File: src/rtl/diff_clk_fwd_obuf_pkg.sv
// Shared types and sizing helpers for the forwarded-clock blocks (tx and rx side).
package diff_clk_pkg;

  typedef enum logic [1:0] {IDLE, RUN, STOP} fwd_state_t;

  // Cycles per half period; DIV=1 has no half-period counter, treat as 1.
  function automatic int fwd_half(input int div);
    return (div < 2) ? 1 : div / 2;
  endfunction

  // ph_cnt width: $clog2(HALF), never below 1 bit.
  function automatic int fwd_ph_w(input int div);
    return (fwd_half(div) < 2) ? 1 : $clog2(fwd_half(div));
  endfunction

endpackage

File: src/rtl/diff_clk_fwd_obuf_if.sv
// Control/status and differential pins of the forwarded-clock transmitter.
interface diff_clk_fwd_obuf_if #(parameter int LEN_W = 16);
  logic             start;
  logic             stop;
  logic [LEN_W-1:0] burst_len;
  logic             busy;
  logic             done;
  logic [LEN_W-1:0] cyc_cnt;
  logic             clk_out_p;
  logic             clk_out_n;

  modport master (output start, stop, burst_len,
                  input  busy, done, cyc_cnt, clk_out_p, clk_out_n);
  modport slave  (input  start, stop, burst_len,
                  output busy, done, cyc_cnt, clk_out_p, clk_out_n);
endinterface

File: src/rtl/diff_clk_fwd_obuf_div.sv
// Half-period counter for the forwarded clock. The first enabled cycle launches
// the high phase immediately; dropping en parks phase low. boundary marks the
// cycle whose edge takes phase 1->0 (every cycle while high for DIV=1).
module clk_fwd_div
  import diff_clk_pkg::*;
#(
  parameter int DIV = 2
) (
  input  logic clk,
  input  logic rst,
  input  logic en,
  output logic phase,
  output logic boundary
);

  localparam int HALF = fwd_half(DIV);
  localparam int PH_W = fwd_ph_w(DIV);

  logic [PH_W-1:0] ph_cnt;
  logic            run_q;
  logic            last;

  assign last     = (ph_cnt == PH_W'(HALF - 1));
  assign boundary = (DIV == 1) ? phase : (phase && last);

  // Phase generator: launch high, then toggle every HALF cycles while enabled.
  always_ff @(posedge clk) begin
    if (rst || !en) begin
      phase  <= 1'b0;
      ph_cnt <= '0;
      run_q  <= 1'b0;
    end else if (!run_q) begin
      run_q  <= 1'b1;
      phase  <= 1'b1;
      ph_cnt <= '0;
    end else if (DIV > 1) begin
      if (last) begin
        phase  <= ~phase;
        ph_cnt <= '0;
      end else begin
        ph_cnt <= ph_cnt + PH_W'(1);
      end
    end
  end

endmodule

File: src/rtl/diff_clk_fwd_obuf.sv
// Forwarded clock transmitter: clk/DIV burst or continuous clock driven off-chip
// as a differential pair, starting and stopping only on whole periods.
// Build option DIFF_CLK_FWD_ODDR_EN: output register becomes an ODDR (enables DIV=1).
module diff_clk_fwd_obuf
  import diff_clk_pkg::*;
#(
  parameter int DIV   = 2,
  parameter int LEN_W = 16
) (
  input  logic                clk,
  input  logic                rst,
  diff_clk_fwd_obuf_if.slave  bus
);

  fwd_state_t       state, state_nx;
  logic [LEN_W-1:0] remaining;
  logic [LEN_W-1:0] cyc_cnt_q;
  logic             cont;
  logic             done_q;
  logic             phase, boundary;
  logic             busy, start_acc, fin_burst, end_now, en;
  logic             out_q;

  assign busy      = (state != IDLE);
  assign start_acc = !busy && bus.start;
  assign fin_burst = !cont && (remaining == LEN_W'(1));
  // A stop seen on a boundary cycle ends the run at that boundary (pulse already complete).
  assign end_now   = busy && boundary && ((state == STOP) || bus.stop || fin_burst);
  assign en        = start_acc || (busy && !end_now);

  clk_fwd_div #(.DIV(DIV)) u_div (
    .clk      (clk),
    .rst      (rst),
    .en       (en),
    .phase    (phase),
    .boundary (boundary)
  );

  // Next-state logic.
  always_comb begin
    state_nx = state;
    unique case (state)
      IDLE:    if (bus.start) state_nx = RUN;
      RUN:     if (end_now) state_nx = IDLE; else if (bus.stop) state_nx = STOP;
      STOP:    if (end_now) state_nx = IDLE;
      default: state_nx = IDLE;
    endcase
  end

  // State register.
  always_ff @(posedge clk) begin
    if (rst) state <= IDLE;
    else     state <= state_nx;
  end

  // Burst bookkeeping, period counter and registered done strobe.
  always_ff @(posedge clk) begin
    if (rst) begin
      remaining <= '0;
      cont      <= 1'b0;
      cyc_cnt_q <= '0;
      done_q    <= 1'b0;
    end else begin
      done_q <= end_now;
      if (start_acc) begin
        remaining <= bus.burst_len;
        cont      <= (bus.burst_len == '0);
        cyc_cnt_q <= '0;
      end else if (busy && boundary) begin
        cyc_cnt_q <= cyc_cnt_q + LEN_W'(1);
        if (!cont) remaining <= remaining - LEN_W'(1);
      end
    end
  end

  if (DIV < 1 || (DIV > 1 && (DIV % 2) != 0)) begin : g_div_bad
    $error("diff_clk_fwd_obuf: DIV must be even and >= 2 (or 1 with ODDR)");
  end

`ifdef DIFF_CLK_FWD_ODDR_EN
  // ODDR, SAME_EDGE: D1 drives the clk-high half, D2 the clk-low half.
  logic d1, d2, d1_q, d2_q;
  assign d1 = phase;
  assign d2 = (DIV == 1) ? 1'b0 : phase;

  // ODDR data capture with synchronous R.
  always_ff @(posedge clk) begin
    if (rst) begin
      d1_q <= 1'b0;
      d2_q <= 1'b0;
    end else begin
      d1_q <= d1;
      d2_q <= d2;
    end
  end

  assign out_q = clk ? d1_q : d2_q;
`else
  if (DIV == 1) begin : g_div1_bad
    $error("diff_clk_fwd_obuf: DIV=1 requires DIFF_CLK_FWD_ODDR_EN");
  end

  // Plain output flop of phase.
  always_ff @(posedge clk) begin
    if (rst) out_q <= 1'b0;
    else     out_q <= phase;
  end
`endif

  // OBUFDS stand-in: O follows the register, OB its complement.
  assign bus.clk_out_p = out_q;
  assign bus.clk_out_n = ~out_q;

  assign bus.busy    = busy;
  assign bus.done    = done_q;
  assign bus.cyc_cnt = cyc_cnt_q;

endmodule

File: src/flat_wrapper.sv
// flat-port wrapper written by rule: the top's interface ports become plain ports
module diff_clk_fwd_obuf_flat import diff_clk_pkg::*;
#(
  parameter int DIV   = 2,
  parameter int LEN_W = 16
)
  (clk, rst, bus_start, bus_stop, bus_burst_len, bus_busy, bus_done, bus_cyc_cnt, bus_clk_out_p, bus_clk_out_n);
  diff_clk_fwd_obuf_if #(.LEN_W(LEN_W)) bus_i ();
  input  logic clk;
  input  logic rst;
  input wire logic [$bits(bus_i.start)-1:0] bus_start;
  input wire logic [$bits(bus_i.stop)-1:0] bus_stop;
  input wire logic [$bits(bus_i.burst_len)-1:0] bus_burst_len;
  output wire logic [$bits(bus_i.busy)-1:0] bus_busy;
  output wire logic [$bits(bus_i.done)-1:0] bus_done;
  output wire logic [$bits(bus_i.cyc_cnt)-1:0] bus_cyc_cnt;
  output wire logic [$bits(bus_i.clk_out_p)-1:0] bus_clk_out_p;
  output wire logic [$bits(bus_i.clk_out_n)-1:0] bus_clk_out_n;
  assign bus_i.start = bus_start;
  assign bus_i.stop = bus_stop;
  assign bus_i.burst_len = bus_burst_len;
  assign bus_busy = bus_i.busy;
  assign bus_done = bus_i.done;
  assign bus_cyc_cnt = bus_i.cyc_cnt;
  assign bus_clk_out_p = bus_i.clk_out_p;
  assign bus_clk_out_n = bus_i.clk_out_n;
  diff_clk_fwd_obuf #(.DIV(DIV), .LEN_W(LEN_W)) u_core (.clk(clk), .rst(rst), .bus(bus_i));
endmodule
File: config.mk
export PLATFORM = sky130hd
export DESIGN_NAME = diff_clk_fwd_obuf_flat
export DESIGN_NICKNAME = d
export VERILOG_FILES = /design/src/rtl/diff_clk_fwd_obuf_pkg.sv /design/src/rtl/diff_clk_fwd_obuf_if.sv /design/src/rtl/diff_clk_fwd_obuf_div.sv /design/src/rtl/diff_clk_fwd_obuf.sv /design/src/flat_wrapper.sv
export SDC_FILE = /design/constraint.sdc
export NUM_CORES = 1
export LEC_CHECK = 0
export ABC_AREA = 1
export CORE_MARGIN = 3
export CORE_UTILIZATION = 49
export CTS_BUF_LIST = sky130_fd_sc_hd__clkbuf_4
export DETAILED_ROUTE_END_ITERATION = 10
export GPL_TIMING_DRIVEN = 1
export PLACE_DENSITY = 0.81
export SYNTH_ARGS = -nofsm -noshare
export SYNTH_HDL_FRONTEND = slang
export SYNTH_SLANG_ARGS = --single-unit
File: constraint.sdc
create_clock -name clk -period 1.4 [get_ports clk]
set_input_delay 0.28 -clock clk [delete_from_list [all_inputs] [get_ports clk]]
set_output_delay 0.28 -clock clk [all_outputs]
set_load 0.02 [all_outputs]
==> impl_results.md <==
* Top Ports at 40
* Crit path kind: flip-flop to flip-flop
* Placed cells at 475
* GP Congestion at ~0.98
* Via density at about 5.4
* CTS Hold Bufs at 0
* Pin count of the biggest net entering global routing at 17
* Syn_nets at 388
* Later-pin clock latency in the skew report at about 0.36 ns
* Synth top area cells: dfxtp_1, nand2_1, inv_1
* # Max-Cap Violations at 0
* Via Count at 2665
* Row cnt at 24
* H-tree depth at 2
* Status: finished with violations
* Top-count cell post-synth: nand2_1
* Worst VDD drop at 0.6278 mV
* Synth Area per Inst at 6.266 sq um
* Critical Path RT at 1.66 ns
* Tmin final at 1.470 ns
* Post-synth EDFFs at 0
* Yosys cell types at 33
* Final worst-path cycle share at 105.0%
* Starting Density at approximately 50%
* Routed Antenna Nets at 0
* Post-DP Area at 2933 sq um
* All-Layer GR Usage at 22.50%
* Worst Hold Class: flip-flop to flip-flop
* Failing checks: negative setup slack
* Final wirelength at 6.604 mm
* Share of layout cells above drive strength 1 at 26.24%
* Ant diodes at 0
* TritonCTS buffer count at 5
* Arrival @ worst endpoint at ~1.7 ns
* GRT Residual Overflow at 0
* Die W at around 74 microns
* First DRT Iteration DRCs at roughly 160
* Crit. End Element: flip-flop
* Clock skew at approximately 0.013 ns
* Seq/Total Area, Yosys at a little over a third
* Most frequent cells after synthesis: nand2_1, inv_1, nor2_1, dfxtp_1, a21oi_1
* Pre-CTS WS at -0.2337 ns
* Routed len/inst at 13.37 microns
* Finished Cell Area at 3278 sq um
* Synth warnings at 0
* Clock transition at path regs at between 0.1 and 0.15 ns
* Synth async-reset ratio at 0%
* Drc violations at 0
* Layout net count at approximately 460
* Mapped Area at 2287 sq um
* Post-layout util at 73.76%
* Clock tree from TritonCTS: yes
* Slowest CP cell: dfxtp_2
* Clock Sinks at 40
* Slowest stage delay, CP at 0.34 ns
* Top delay family on crit path: simple AND/OR/NAND/NOR gates
* Worst path cell trace: inv_2 -> nand2_4 -> nor2_4 -> buf_6 -> nand3_4 -> nor2_4 -> nand4_1 -> nand2_1 -> nor2_1
* Power Density at 925.0 nW/um^2
* Final setup fails at 7
* #FFs+latches synth at 40
* Most used cell, CP: nor2_4
* Dpl hpwl at between 4 and 5 mm
* Synth area leader: dfxtp_1
* Number of port buffers at 39
* Static leakage at 1.474 nW
* First-pass GRT wire length at 9.811 mm
* Most used DFF post-synth: dfxtp_1
* Max FO, Critical Path at 6
* CTS max path bufs at 2
* Die Height at 74.32 microns
* RSZ-0062 raised after global routing: true
* TritonRoute pass-1 iters at 5
* CTS Root Cell: clkbuf_4
* Syn-to-layout area delta at 43.33%
* Final std cells w/o fill at 494
* Slew Viols, Final at 0
* Initial antenna violation count at 0
* Worst Path Buf+Inv at 2
* Core area at 4444 sq um
* Highest Clock Rate at 0.6802 GHz
* Final worst setup slack at -0.07023 ns
* Final-report hold violation count at 0
* Startpoint types: flip-flop
* Fillcell total at 347
* WHS at 0.4695 ns
* Vias in the first global route at 2260
* Cells after synthesis at 365
* Die area at 5523 sq um
* Top-area cell type share of the netlist area at 35.01%
-- through the flow --
stage	setup TNS (ns)	power, mW
detailed placement	-4.846	2.058
finish	-0.1181	3.032
global placement	-3.535	2.040
global route	-1.550	3.191
CTS	-0.1144	2.844
floorplan	0	1.752
-- cells in the final DEF, fill, tap and decap left out, types with 5 or more instances in the layout --
| master | netlist | layout |
|---|---|---|
| a21oi_1 | 30 | 25 |
| a21oi_2 | 0 | 5 |
| buf_4 | 1 | 30 |
| clkbuf_2 | 0 | 6 |
| clkbuf_4 | 0 | 6 |
| clkdlybuf4s50_1 | 0 | 19 |
| dfxtp_1 | 40 | 30 |
| dfxtp_2 | 0 | 9 |
| dlygate4sd2_1 | 0 | 9 |
| inv_1 | 53 | 46 |
| inv_2 | 4 | 8 |
| nand2_1 | 101 | 98 |
| nand3_1 | 22 | 20 |
| nand4_1 | 6 | 6 |
| nor2_1 | 52 | 38 |
| nor2_2 | 3 | 10 |
| nor2_4 | 4 | 11 |
| o21ai_0 | 16 | 9 |
| o21ai_1 | 1 | 5 |
-- cell type report --
class	instances	area, sq um	area share [%]
Multi-Input combinational cell	262	1420	43.32
Clock buffer	6	45.04	1.374
Tap cell	52	65.06	1.985
Sequential cell	40	815.8	24.89
Inverter	57	221.5	6.756
Clock inverter	2	35.03	1.069
Timing Repair Buffer	75	675.6	20.61
-- worst register-to-register path, cell delays in order, from the launching register on --
cell	delay [ns]
dfxtp_2	0.34
inv_2	0.07
nand2_4	0.06
nor2_4	0.23
buf_6	0.14
nand3_4	0.07
nor2_4	0.19
nand4_1	0.14
nand2_1	0.10
nor2_1	0.04
-- power by group --
part           switching, mW  internal [mW]  total [mW]
Combinational          0.555          0.424       0.979
Sequential            0.0605           1.20        1.26
Clock                  0.401          0.394       0.795
-- worst paths after layout --
kind                                          endpoint                 from  slack, ns  depth (start not counted)
worst max-delay path            u_core.bus.cyc_cnt[13]  u_core.u_div.ph_cnt      -0.07                          9
worst min-delay path              u_core.bus.clk_out_p   u_core.u_div.phase       0.47                          2
worst max register to register  u_core.bus.cyc_cnt[13]  u_core.u_div.ph_cnt      -0.07                          9
worst min register to register    u_core.bus.clk_out_p   u_core.u_div.phase       0.47                          2
-- repair_timing --
action                                 4_1_cts  5_1_grt
endpoints found under the hold margin        0        0
resized for setup                           33       84
pin swaps                                    0       19
setup buffers                                1       10
gates cloned                                 0        0
setup endpoints to repair                   34       42
-- routing by layer --
metal  global-route usage, %  up-vias  part of all wire (%)
li1                        -     1307                     -
met1                   30.61     1212                    41
met2                   36.71      129                    49
met3                   3.649       17                   7.6
met4                   6.917        0                   2.1
met5                       0        -                     0
-- cells by family (layout without fill, tap and decap cells) --
family          count (synthesis)  in the layout  share of synthesized area [%]
compound gates                 54             54                          12.31
other cells                     1              1                         0.1640
xor+xnor                        3              3                          1.149
fa+ha+maj                       3              3                          1.641
simple gates                  201            201                          38.51
flops                          40             40                          35.01
buf+inv                        63            140                          11.21
No activity file was read; power rests on OpenSTA's default activity.
